===== config.mk =====
export PLATFORM = sky130hd
export DESIGN_NAME = acc_drain_flat
export DESIGN_NICKNAME = d
export VERILOG_FILES = /design/src/rtl/acc_drain_if.sv /design/src/rtl/acc_drain.sv /design/src/flat_wrapper.sv
export SDC_FILE = /design/constraint.sdc
export NUM_CORES = 1
export LEC_CHECK = 0
export ABC_AREA = 1
export CAP_MARGIN = 10
export CORE_MARGIN = 1.5
export CORE_UTILIZATION = 45
export CTS_BUF_LIST = sky130_fd_sc_hd__clkbuf_8
export DETAILED_ROUTE_END_ITERATION = 8
export GPL_TIMING_DRIVEN = 0
export PLACE_DENSITY = 0.7
export RECOVER_POWER = 25
export SYNTH_ARGS = -nofsm -noshare
export SYNTH_HDL_FRONTEND = slang
export SYNTH_SLANG_ARGS = --single-unit

===== constraint.sdc =====
create_clock -name i_clk -period 13.15 [get_ports i_clk]
set_input_delay 2.63 -clock i_clk [delete_from_list [all_inputs] [get_ports i_clk]]
set_output_delay 2.63 -clock i_clk [all_outputs]
set_load 0.02 [all_outputs]

===== src/rtl/acc_drain_if.sv =====
// Output stream of the accumulator drain: one requantized element per transfer.
interface acc_drain_if #(
  parameter int unsigned N = 4
);
  localparam int unsigned IW = (N > 1) ? $clog2(N) : 1;

  logic          out_valid;
  logic          out_ready;
  logic [7:0]    out_data;
  logic [IW-1:0] out_index;
  logic          out_last;

  modport master (
    output out_valid,
    output out_data,
    output out_index,
    output out_last,
    input  out_ready
  );

  modport slave (
    input  out_valid,
    input  out_data,
    input  out_index,
    input  out_last,
    output out_ready
  );
endinterface


===== src/rtl/acc_drain.sv =====
// Captures N MAC accumulators on start, clears the MACs on the same edge, then
// streams the requantized (round half up, saturated to int8) elements out.
module acc_drain #(
  parameter int unsigned N = 4
) (
  input  logic            i_clk,
  input  logic            i_rst,
  input  logic            i_start,
  input  logic [32*N-1:0] i_acc_in,
  input  logic [4:0]      i_shift,
  output logic            o_mac_clear,
  output logic            o_busy,
  acc_drain_if.master     out_if
);
  localparam int unsigned IW = (N > 1) ? $clog2(N) : 1;

  typedef enum logic {StIdle, StDrain} state_e;

  state_e             r_state;
  logic [IW-1:0]      r_index;
  logic [4:0]         r_shift;
  logic signed [31:0] r_acc [N];

  logic               w_valid;
  logic               w_ready;
  logic               w_last_idx;
  logic signed [32:0] w_acc;
  logic signed [32:0] w_bias;
  logic signed [32:0] w_sum;
  logic signed [32:0] w_r;
  logic [7:0]         w_sat;

  assign w_valid    = (r_state == StDrain);
  assign w_ready    = out_if.out_ready;
  assign w_last_idx = (r_index == IW'(N - 1));

  // MACs zero on the capture edge, so the clear is combinational with start.
  assign o_mac_clear = i_start && (r_state == StIdle);
  assign o_busy      = w_valid;

  assign out_if.out_valid = w_valid;
  assign out_if.out_index = r_index;
  assign out_if.out_last  = w_last_idx && w_valid;
  assign out_if.out_data  = w_valid ? w_sat : 8'h00;

  // Requantize the selected element; 33 bits keep the rounding bias from overflowing.
  always_comb begin
    w_acc  = {r_acc[r_index][31], r_acc[r_index]};
    w_bias = '0;
    if (r_shift != 5'd0) begin
      w_bias = 33'sd1 <<< (r_shift - 5'd1);
    end
    w_sum = w_acc + w_bias;
    w_r   = w_sum >>> r_shift;
    if (w_r > 33'sd127) begin
      w_sat = 8'h7f;
    end else if (w_r < -33'sd128) begin
      w_sat = 8'h80;
    end else begin
      w_sat = w_r[7:0];
    end
  end

  // Capture/drain controller; reset wins over start and discards captured data.
  always_ff @(posedge i_clk) begin
    if (i_rst) begin
      r_state <= StIdle;
      r_index <= '0;
      r_shift <= '0;
      for (int i = 0; i < int'(N); i++) begin
        r_acc[i] <= '0;
      end
    end else begin
      unique case (r_state)
        StIdle: begin
          if (i_start) begin
            for (int i = 0; i < int'(N); i++) begin
              r_acc[i] <= i_acc_in[32*i +: 32];
            end
            r_shift <= i_shift;
            r_index <= '0;
            r_state <= StDrain;
          end
        end
        StDrain: begin
          if (w_ready) begin
            if (w_last_idx) begin
              r_index <= '0;
              r_state <= StIdle;
            end else begin
              r_index <= r_index + 1'b1;
            end
          end
        end
        default: r_state <= StIdle;
      endcase
    end
  end
endmodule


===== src/flat_wrapper.sv =====
// flat-port wrapper written by rule: the top's interface ports become plain ports
module acc_drain_flat 
#(
  parameter int unsigned N = 4
)
  (i_clk, i_rst, i_start, i_acc_in, i_shift, o_mac_clear, o_busy, out_if_out_valid, out_if_out_data, out_if_out_index, out_if_out_last, out_if_out_ready);
  acc_drain_if #(.N(N)) out_if_i ();
  input  logic i_clk;
  input  logic i_rst;
  input  logic i_start;
  input  logic [32*N-1:0] i_acc_in;
  input  logic [4:0] i_shift;
  output logic o_mac_clear;
  output logic o_busy;
  output wire logic [$bits(out_if_i.out_valid)-1:0] out_if_out_valid;
  output wire logic [$bits(out_if_i.out_data)-1:0] out_if_out_data;
  output wire logic [$bits(out_if_i.out_index)-1:0] out_if_out_index;
  output wire logic [$bits(out_if_i.out_last)-1:0] out_if_out_last;
  input wire logic [$bits(out_if_i.out_ready)-1:0] out_if_out_ready;
  assign out_if_out_valid = out_if_i.out_valid;
  assign out_if_out_data = out_if_i.out_data;
  assign out_if_out_index = out_if_i.out_index;
  assign out_if_out_last = out_if_i.out_last;
  assign out_if_i.out_ready = out_if_out_ready;
  acc_drain #(.N(N)) u_core (.i_clk(i_clk), .i_rst(i_rst), .i_start(i_start), .i_acc_in(i_acc_in), .i_shift(i_shift), .o_mac_clear(o_mac_clear), .o_busy(o_busy), .out_if(out_if_i));
endmodule

# Word-level counts from Yosys, hierarchy flattened

Memory sizes are Yosys's and may differ from the RTL's. A register that Yosys moved wholly into a read port is not among the register bits.
Cells that the tools add are included.
W data, S select, Z words.

Memories: 1
Bits in latches: 0
Output and inout bits: 14
Flip-flop bits (word level): 8
Bits in read-only memories: 0
Word-level logic and storage cells: 47
Input bits: 137
RAM bits: 128

Memory list:

| name         | depth | bits a word | rd ports | clocked after memory_dff | write ports | line            | RTL |
|---|---|---|---|---|---|---|---|
| u_core.r_acc | 4     | 32          | 1        | 1                        | 4           | acc_drain.sv:22 | `logic signed [31:0] r_acc [N];` |

Divide/modulo/power cells: 0
$mul: 0
Add/sub/neg operators: 3
Mux-type cells: 23
Equal/unequal tests: 3
Bitwise gates (word level): 5
Reductions and logical operators: 5
$lt $le $gt $ge: 2
Shift-type cells: 2

Operators with widths:

| kind                    | number |
|---|---|
| $mux W32                | 4 |
| $add A32 B33 Y33        | 1 |
| $gt A33 B8 Y1 const B   | 1 |
| $lt A33 B8 Y1 const B   | 1 |
| $mux W33                | 1 |
| $sshl A2 B5 Y33 const A | 1 |
| $sshr A33 B5 Y33        | 1 |
| $mux W8                 | 3 |
| $mux W2                 | 5 |
| $mux W1                 | 8 |
| $reduce_bool A5 Y1      | 1 |
| $sub A5 B1 Y5 const B   | 1 |
| $ne A2 B2 Y1 const B    | 2 |
| $or A1 B1 Y1            | 4 |
| $pmux W2 S2             | 1 |
| $reduce_and A2 Y1       | 2 |
| $add A2 B1 Y2 const B   | 1 |
| $eq A2 B2 Y1 const B    | 1 |
| $logic_and A1 B1 Y1     | 2 |
| $pmux W1 S2             | 1 |
| $not A1 Y1              | 1 |

# Longest topological paths before layout

Gate-level depths: netlist (run 1).

Depth after elaboration: 9
Depth in mapped cells: 39
Mapped depth without buffers: 37

# Least setup slack after synthesis (run 1)

Ideal clock, no wire load.

Path kind: input-to-reg
Start: input port i_start
End: memory u_core.r_acc[0][0], enable pin
Stages: 2
Required time: 12.349 ns
Path slack: 0.546 ns
Setup time: 0.801 ns
Arrival time: 11.803 ns
Cell sequence: inv_1 -> o21ai_0

RTL lines:

| element     | line               | RTL |
|---|---|---|
| from (decl) | flat_wrapper.sv:10 | `input logic i_start;` |
| to (decl)   | acc_drain.sv:22    |  |

# Worst setup path in the final report (run 1)

Start: register u_core.r_shift[0]
End: output port out_if_out_data[4]

Longest elaborated chain between the ends: 9
Elaborated cells on any way between the ends: 11
Classes of those cells: add/sub (2); order compare (2); shift (2); mux (4); reduce/logical (1)

RTL lines:

| element                | line               | RTL |
|---|---|---|
| from (decl)            | acc_drain.sv:21    | `logic [4:0] r_shift;` |
| from (signal assigned) | acc_drain.sv:80    | `r_shift <= i_shift;` |
| $sub A5 B1 Y5          | acc_drain.sv:51    | `w_bias = 33'sd1 <<< (r_shift - 5'd1);` |
| $sshl A2 B5 Y33        | acc_drain.sv:51    |  |
| $mux W33               | acc_drain.sv:50    | `if (r_shift != 5'd0) begin` |
| $add A32 B33 Y33       | acc_drain.sv:53    | `w_sum = w_acc + w_bias;` |
| $sshr A33 B5 Y33 (*)   | acc_drain.sv:54    | `w_r = w_sum >>> r_shift;` |
| $lt A33 B8 Y1          | acc_drain.sv:57    | `end else if (w_r < -33'sd128) begin` |
| $mux W8                | acc_drain.sv:57    |  |
| $mux W8 (*)            | acc_drain.sv:55    | `if (w_r > 33'sd127) begin` |
| $mux W8 (*)            | acc_drain.sv:44    | `assign out_if.out_data = w_valid ? w_sat : 8'h00;` |
| to (decl)              | flat_wrapper.sv:16 | `output wire logic [$bits(out_if_i.out_data)-1:0] out_if_out_data;` |

Mark *: on every way between the ends. The rest lies on a longest branch, timed or not.

==> results_tabular.tex, run 1 <==
\begin{tabular}{lr}
\hline
Metric & Value \\
\hline
\multicolumn{2}{l}{\textbf{Status}} \\
\quad Result of the run & finished with violations \\
\quad Violations in the final reports & capacitance limit, slew limit \\
\multicolumn{2}{l}{\textbf{Cells and area}} \\
\quad Syn-to-layout area delta & 20.84\% \\
\quad Commonest non-fill, non-tap cell in the layout & nand2\_1 \\
\quad Antenna diodes & 0 \\
\quad Most frequent cells in the layout & nand2\_1 (460), inv\_1 (312), nor2\_1 (276), nand3\_1 (262), clkdlybuf4s50\_1 (147) \\
\quad Share of post-route cells with drive strength above 1 & 5.499\% \\
\quad Post-layout nets & 2140 \\
\multicolumn{2}{l}{\textbf{Synth}} \\
\quad Synthesized cell area & 11510 µm² \\
\quad Yosys top cell by area & edfxtp\_1 \\
\quad Synth Instances & 1796 \\
\quad Synthesized area per cell & 6.409 µm² \\
\quad Post-synth top flop & edfxtp\_1 \\
\quad Share of the yosys chip area belonging to registers & 35.13\% \\
\quad Number of warnings printed during yosys synthesis & 0 \\
\quad Syn\_nets & 1967 \\
\quad Distinct cell type count after synthesis & 45 \\
\quad Post-synthesis register bit count & 138 \\
\quad Asr flop ratio synth & 0\% \\
\quad Cell types occupying the most area after synthesis & edfxtp\_1 (33\%), nand2\_1 (15\%), nand3\_1 (11\%) \\
\quad Share of the synthesized area in the top cell type & 33.39\% \\
\quad Number of enable-type register cells in the synthesized netlist & 128 \\
\multicolumn{2}{l}{\textbf{Worst setup path}} \\
\quad Classification of the worst setup path & register to output pin \\
\quad CP max stage cell & clkdlybuf4s50\_1 \\
\quad Critical Path RT & 10520 ps \\
\quad Max FO, Critical Path & 10 \\
\quad Kind of launch point of the worst setup path & register \\
\quad Worst path max stage delay & 620 ps \\
\quad Critical Path Source & u\_core.r\_shift[0]\$\_SDFFE\_PP0P\_ \\
\quad Reg-to-reg endpoint & u\_core.r\_acc[3][28]\$\_SDFFCE\_PN0P\_ \\
\quad Depth of the most critical reg-to-reg path & 4 \\
\quad Worst path arrival time & 6750 ps \\
\quad Sort of element at the end of the critical path & output pin \\
\quad Worst path most repeated cell & nand2\_1 \\
\quad Critical path capture point & out\_if\_out\_data[4] \\
\quad Flop2flop setup slack & 7950 ps \\
\quad Reg2reg start & u\_core.o\_busy\$\_SDFF\_PP0\_ \\
\multicolumn{2}{l}{\textbf{Die}} \\
\quad Core box area & 25110 µm² \\
\quad DIE WIDTH & 162.9 µm \\
\quad Die boundary height & 162.9 µm \\
\quad Floorplan die area & 26550 µm² \\
\quad Number of top-level pins & 151 \\
\quad Initial core utilization & 45.84\% \\
\quad Row count & 58 \\
\multicolumn{2}{l}{\textbf{Timing}} \\
\quad Setup ws final & 3772 ps \\
\quad Final period utilization & 71.32\% \\
\quad Worst clock skew on the final layout & 10.28 ps \\
\quad Final hold violations & 0 \\
\quad Total Neg Setup Slack & 0 ps \\
\quad Number of max-slew violations in the final report & 58 \\
\quad Actual slew at the worst max-slew pin & 3594 ps \\
\quad Max frequency & 106.6 MHz \\
\quad Remaining max-slew budget at the tightest pin & -142.2\% \\
\quad Worst hold slack across all endpoints & 513.4 ps \\
\quad Total setup violations reported at the end of the flow & 0 \\
\quad Setup repair after global routing missed its margin & no \\
\quad Min Clock Period, post-route & 9378 ps \\
\multicolumn{2}{l}{\textbf{Clocking}} \\
\quad Hold-fix buffers at CTS & 0 \\
\quad Buffers inserted by post-CTS timing repair & 0 \\
\quad Clock slew at reported path FFs & 100 ps \\
\quad Clock sink count & 138 \\
\quad CTS resizes & 0 \\
\quad Buffer type at the clock tree root & clkbuf\_8 \\
\quad Buffer levels on the longest clock path & 2 \\
\quad H-Tree Level Count & 4 \\
\quad Total clock buffers created by CTS & 17 \\
\quad TritonCTS clock tree & built \\
\quad Clock latency on the worst-skew pair & 460 ps \\
\multicolumn{2}{l}{\textbf{Route}} \\
\quad Count of routing violations after the opening detailed-route iteration & 1235 \\
\quad Per-cell via count in the routed design & 5.287 \\
\quad Post-route antenna net violation count & 0 \\
\quad Number of optimization iterations in the first detailed-route pass & 6 \\
\quad Remaining DRCs & 0 \\
\quad Routed Wire Length & 38230 µm \\
\quad Wire length per cell after detailed routing & 16.54 µm \\
\quad Via count & 12220 \\
\multicolumn{2}{l}{\textbf{GRT}} \\
\quad Via count of the first global-routing pass & 11500 \\
\quad Total GRT Usage & 29.52\% \\
\quad First-pass GRT wire length & 60040 µm \\
\quad Antenna violations before repair & 0 \\
\quad Total grt overflow & 0 \\
\quad Pin count of the biggest net entering global routing & 31 \\
\multicolumn{2}{l}{\textbf{Pwr}} \\
\quad Leak Pwr & 7.037 nW \\
\quad Clock share of power & 27.7\% \\
\quad IR drop worst, VDD & 0.00006891 V \\
\quad Power density relative to cell area & 92.57 nW/µm² \\
\quad Overall power & 1.288 mW \\
\quad Internal cell power & 823.1 µW \\
\quad Switching power share of the total & 36.08\% \\
\quad Net Sw Power & 464.6 µW \\
\quad Power share of the sequential group & 40.6\% \\
\quad Share of total power in combinational logic & 31.7\% \\
\multicolumn{2}{l}{\textbf{Min path}} \\
\quad Path class of the lowest-slack min-delay path & register to register \\
\multicolumn{2}{l}{\textbf{Placed design}} \\
\quad Final GP Congestion & 0.9736 \\
\quad Port buffer count & 150 \\
\quad Post-Place Setup Slack & 4437 ps \\
\quad HPWL after DPL & 31440 µm \\
\multicolumn{2}{l}{\textbf{Run}} \\
\quad Max-cap violation count & 2 \\
\hline
\end{tabular}
-- final cells by class --
cell class / instances / area, µm²
inverter: 319 / 1200
tap: 330 / 412.9
clock inverter: 15 / 171.4
fill: 2523 / 11200
clock buffer: 17 / 234.0
sequential: 138 / 4044
timing repair buffer: 154 / 1580
buffer: 75 / 325.3
multi-input combinational: 1264 / 5942
-- cell families after synthesis --
group | Yosys count | synth area share, %
AO/OA/AOI/OAI | 156 | 7.424
XOR/XNOR | 7 | 0.5326
adder cells (fa/ha/maj) | 34 | 3.761
buffers and inverters | 394 | 13.25
flip-flops | 138 | 35.13
multiplexers | 1 | 0.08696
other | 1 | 0.03258
AND/OR/NAND/NOR | 1065 | 39.78
-- how the worst min path moves through the flow --
stage                                            start                                 endpoint  slack (ps)  depth (start not counted)
2_1_floorplan  u_core.out_if.out_index[1]$_SDFFE_PP0P_                                 register         560                          2
3_3_place_gp   u_core.out_if.out_index[1]$_SDFFE_PP0P_  u_core.out_if.out_index[1]$_SDFFE_PP0P_         500                          2
3_5_place_dp   u_core.out_if.out_index[0]$_SDFFE_PP0P_  u_core.out_if.out_index[0]$_SDFFE_PP0P_         510                          2
4_1_cts        u_core.out_if.out_index[0]$_SDFFE_PP0P_  u_core.out_if.out_index[0]$_SDFFE_PP0P_         520                          2
5_1_grt        u_core.out_if.out_index[0]$_SDFFE_PP0P_  u_core.out_if.out_index[0]$_SDFFE_PP0P_         550                          2
6_report       u_core.out_if.out_index[0]$_SDFFE_PP0P_  u_core.out_if.out_index[0]$_SDFFE_PP0P_         510                          2
-- power by group through the flow --
stage / Combinational [mW] / Sequential, mW / Clock [mW]
5_1_grt: 0.451 / 0.526 / 0.373
6_report: 0.408 / 0.522 / 0.357
3_5_place_dp: 0.402 / 0.532 / 0
2_1_floorplan: 0.258 / 0.539 / 0
4_1_cts: 0.404 / 0.522 / 0.358
3_3_place_gp: 0.396 / 0.544 / 0
-- Yosys cell counts (5+ instances only) --
library cell / instances
nand3_1: 262
nor2_1: 276
clkbuf_1: 44
nand3_2: 13
nand2_4: 5
inv_1: 312
nor2_2: 8
nand4_1: 9
ha_1: 33
dfxtp_1: 10
nand2_2: 18
edfxtp_1: 128
nor3_1: 8
buf_2: 14
o22ai_1: 30
o21ai_0: 80
buf_1: 11
a21oi_1: 33
nand2_1: 460
-- flip-flops by register name (all words and copies together) (netlist names), named ones only --
signal and flops:
u_core.out_if.out_index 2, u_core.o_busy 1, u_core.r_acc 128, u_core.r_shift 5
-- metrics by stage --
stage	std cells	cell area [µm²]	util (%)
after detailed placement	2280	13530	53.89
after global placement	2276	13430	53.47
final	2312	13910	55.40
after floorplan	1796	11510	-
after CTS	2312	13940	55.51
after global routing	2312	13910	55.40
-- per-layer routing --
layer	vias to the layer above	routed length (µm)	global-route usage, %
met5	-	0	0
met1	5592	16710	39.68
met3	53	2919	4.023
met2	521	17820	49.44
met4	0	780	8.632
li1	6057	-	-
-- worst max-delay path: cells and delay by family, from the launching register on --
kind | cells | cell delay [ps]
buffers and inverters | 8 | 2130
DFF | 1 | 420
AOI/OAI and AO/OA | 1 | 150
and+or+nand+nor | 26 | 3160
adders and majority gates | 2 | 410
(Power assumes the default switching activity.)
==> inputs of run 2 (changes only) <==
clock period = 8 ns   (was 13.15 ns; I/O delays follow)
==> run 2 against run 1 <==
The run still ends with capacitance limit, slew limit left; die area did not move; global-route usage rose by 1.9 points; utilization rose by 0.065 points; cell count did not move; via count barely moved; combinational power rose by 65%.
==> results_tabular.tex, run 2 (synthesis results as in run 1) <==
\begin{tabular}{lr}
\hline
Metric & Value \\
\hline
\multicolumn{2}{l}{\textbf{Run}} \\
\quad Max-cap violation count & 2 (unchanged) \\
\multicolumn{2}{l}{\textbf{Timing}} \\
\quad Remaining max-slew budget at the tightest pin & -55.88\% (was -142.2\%) \\
\quad Number of max-slew violations in the final report & 49 (was 58) \\
\quad Min Clock Period, post-route & 7547 ps \\
\quad Total Neg Setup Slack & 0 ps (unchanged) \\
\quad Setup repair after global routing missed its margin & no (unchanged) \\
\quad Total setup violations reported at the end of the flow & 0 (unchanged) \\
\quad Actual slew at the worst max-slew pin & 2314 ps (was 3594 ps) \\
\quad Final period utilization & 94.33\% \\
\quad Worst clock skew on the final layout & 23.07 ps (was 10.28 ps) \\
\quad Max frequency & 132.5 MHz \\
\quad Final hold violations & 0 (unchanged) \\
\multicolumn{2}{l}{\textbf{Route}} \\
\quad Routed Wire Length & 40140 µm (was 38230 µm) \\
\quad Remaining DRCs & 0 (unchanged) \\
\quad Count of routing violations after the opening detailed-route iteration & 1218 (was 1235) \\
\quad Number of optimization iterations in the first detailed-route pass & 6 (unchanged) \\
\quad Per-cell via count in the routed design & 5.290 (was 5.287) \\
\quad Metal2 WL & 18560 µm (was 17820 µm) \\
\quad Wire length per cell after detailed routing & 17.36 µm (was 16.54 µm) \\
\quad Post-Route M1 WL & 17860 µm (was 16710 µm) \\
\quad Via count & 12230 (was 12220) \\
\quad Length of routed met3 wiring & 2664 µm (was 2919 µm) \\
\quad Post-route antenna net violation count & 0 (unchanged) \\
\quad DR top layer & met4 (unchanged) \\
\multicolumn{2}{l}{\textbf{Worst setup path}} \\
\quad Reg-to-reg endpoint & u\_core.r\_acc[3][26]\$\_SDFFCE\_PN0P\_ (was u\_core.r\_acc[3][28]\$\_SDFFCE\_PN0P\_) \\
\quad Reg2reg start & u\_core.o\_busy\$\_SDFF\_PP0\_ (unchanged) \\
\quad Number of stages on the worst setup path & 34 (was 37) \\
\quad Kind of launch point of the worst setup path & register (unchanged) \\
\quad Critical path capture point & out\_if\_out\_data[4] (unchanged) \\
\quad Critical Path Source & u\_core.r\_shift[0]\$\_SDFFE\_PP0P\_ (unchanged) \\
\quad Classification of the worst setup path & register to output pin (unchanged) \\
\quad CP max stage cell & nor2\_1 (was clkdlybuf4s50\_1) \\
\quad Buf/Inv on CP & 8 (unchanged) \\
\quad Critical Path RT & 6400 ps (was 10520 ps) \\
\quad Sort of element at the end of the critical path & output pin (unchanged) \\
\quad Worst path arrival time & 5950 ps (was 6750 ps) \\
\quad Flop2flop setup slack & 3890 ps (was 7950 ps) \\
\quad Max FO, Critical Path & 10 (unchanged) \\
\quad Dominant delay contributor by cell family on the critical path & simple AND/OR/NAND/NOR gates (unchanged) \\
\quad Depth of the most critical reg-to-reg path & 3 (was 4) \\
\quad Worst path max stage delay & 450 ps (was 620 ps) \\
\multicolumn{2}{l}{\textbf{Cells and area}} \\
\quad Post-layout nets & 2140 (unchanged) \\
\quad Commonest non-fill, non-tap cell in the layout & nand2\_1 (unchanged) \\
\quad Area of the multi-input gates & 5944 µm² (was 5942 µm²) \\
\quad Most flops, register & u\_core.r\_acc (unchanged) \\
\quad Largest register FFs & 128 (unchanged) \\
\quad Syn-to-layout area delta & 20.98\% (was 20.84\%) \\
\quad Most frequent cells in the layout & nand2\_1 (459), inv\_1 (312), nor2\_1 (276), nand3\_1 (262), clkdlybuf4s50\_1 (142) (was nand2\_1 (460), inv\_1 (312), nor2\_1 (276), nand3\_1 (262), clkdlybuf4s50\_1 (147)) \\
\quad Flip-flop and latch area & 4044 µm² (unchanged) \\
\quad Total of fill cells in the finished design & 2538 (was 2523) \\
\quad Share of post-route cells with drive strength above 1 & 5.600\% (was 5.499\%) \\
\quad Antenna diodes & 0 (unchanged) \\
\multicolumn{2}{l}{\textbf{GRT}} \\
\quad Total GRT Usage & 31.42\% (was 29.52\%) \\
\quad Pin count of the biggest net entering global routing & 34 (was 31) \\
\quad Total grt overflow & 0 (unchanged) \\
\quad Antenna violations before repair & 0 (unchanged) \\
\quad Via count of the first global-routing pass & 11910 (was 11500) \\
\quad First-pass GRT wire length & 63580 µm (was 60040 µm) \\
\multicolumn{2}{l}{\textbf{Clocking}} \\
\quad Buffer type at the clock tree root & clkbuf\_8 (unchanged) \\
\quad Clock sink count & 138 (unchanged) \\
\quad Buffers inserted by post-CTS timing repair & 0 (unchanged) \\
\quad Total clock buffers created by CTS & 17 (unchanged) \\
\quad TritonCTS clock tree & built (unchanged) \\
\quad Clock latency on the worst-skew pair & 470 ps (was 460 ps) \\
\quad Clock slew at reported path FFs & 80 ps (was 100 ps) \\
\quad Buffer levels on the longest clock path & 2 (unchanged) \\
\quad Hold-fix buffers at CTS & 0 (unchanged) \\
\quad H-Tree Level Count & 4 (unchanged) \\
\multicolumn{2}{l}{\textbf{Pwr}} \\
\quad Power density relative to cell area & 152.7 nW/µm² (was 92.57 nW/µm²) \\
\quad Overall power & 2.126 mW (was 1.288 mW) \\
\quad IR drop worst, VDD & 0.0001137 V (was 0.00006891 V) \\
\quad Leak Pwr & 7.130 nW (was 7.037 nW) \\
\multicolumn{2}{l}{\textbf{Status}} \\
\quad Violations in the final reports & capacitance limit, slew limit (unchanged) \\
\quad Result of the run & finished with violations (unchanged) \\
\multicolumn{2}{l}{\textbf{Placed design}} \\
\quad HPWL after DPL & 33110 µm (was 31440 µm) \\
\quad Final GP Congestion & 0.9725 (was 0.9736) \\
\quad Port buffer count & 150 (unchanged) \\
\multicolumn{2}{l}{\textbf{Die}} \\
\quad Floorplan die area & 26550 µm² (unchanged) \\
\quad Initial core utilization & 45.84\% (unchanged) \\
\quad Number of top-level pins & 151 (unchanged) \\
\quad Core box area & 25110 µm² (unchanged) \\
\quad DIE WIDTH & 162.9 µm (unchanged) \\
\quad Die boundary height & 162.9 µm (unchanged) \\
\quad Row count & 58 (unchanged) \\
\multicolumn{2}{l}{\textbf{Min path}} \\
\quad Path class of the lowest-slack min-delay path & register to register (unchanged) \\
\quad Worst hold path stage count & 2 (unchanged) \\
\hline
\end{tabular}
## run 2: what timing repair did
action / CTS / global route
resized for setup: 2 / 9
setup endpoints to repair: 7 / 7
cloned: 0 / 0
## run 2: metal layers
metal  GRT usage (%)  up-vias
met4           9.299        0
met1           43.33     5637
met5               0        -
met2           51.70      453
li1                -     6073
met3           3.718       67
## run 2: how the worst min path moves through the flow
| stage | start | to | slack (ps) |
|---|---|---|---|
| 3_5_place_dp | u_core.out_if.out_index[1]$_SDFFE_PP0P_ | register | 500 |
| 3_3_place_gp | u_core.out_if.out_index[1]$_SDFFE_PP0P_ | u_core.out_if.out_index[1]$_SDFFE_PP0P_ | 500 |
| 4_1_cts | u_core.out_if.out_index[1]$_SDFFE_PP0P_ | u_core.out_if.out_index[1]$_SDFFE_PP0P_ | 510 |
| 2_1_floorplan | u_core.out_if.out_index[1]$_SDFFE_PP0P_ | register | 560 |
| 6_report | u_core.out_if.out_index[1]$_SDFFE_PP0P_ | u_core.out_if.out_index[1]$_SDFFE_PP0P_ | 510 |
| 5_1_grt | u_core.out_if.out_index[1]$_SDFFE_PP0P_ | u_core.out_if.out_index[1]$_SDFFE_PP0P_ | 520 |
## run 2: area by class of cell
type / instances / share of cell area, %
inverter: 319 / 8.616
sequential: 138 / 29.04
multi-input combinational: 1264 / 42.69
buffer: 75 / 2.354
tap: 330 / 2.965
clock buffer: 17 / 1.680
clock inverter: 15 / 1.411
timing repair buffer: 154 / 11.25
## run 2: worst register-to-register path, cell delays in order, from the launching register on
cell and delay [ps]:
dfxtp_1 370, o21ai_0 1760, clkbuf_1 1350, buf_12 320
## run 2: power by group
part | switching, mW | internal (mW) | total [mW]
sequential | 0.0141 | 0.844 | 0.858
clock | 0.352 | 0.245 | 0.596
combinational | 0.430 | 0.241 | 0.672
total | 0.796 | 1.33 | 2.13
## run 2: stage by stage
stage          std cells  hold slack [ps]  util (%)  setup WS, ps  cell area, µm²
3_3_place_gp        2276            496.1     53.48         319.7           13430
4_1_cts             2312            507.0     55.59         95.59           13960
2_1_floorplan       1796            557.4         -          2143           11510
5_1_grt             2312            523.3     55.46         45.14           13930
3_5_place_dp        2280            495.3     53.86         301.9           13520
6_report            2312            507.9     55.46         453.4           13930
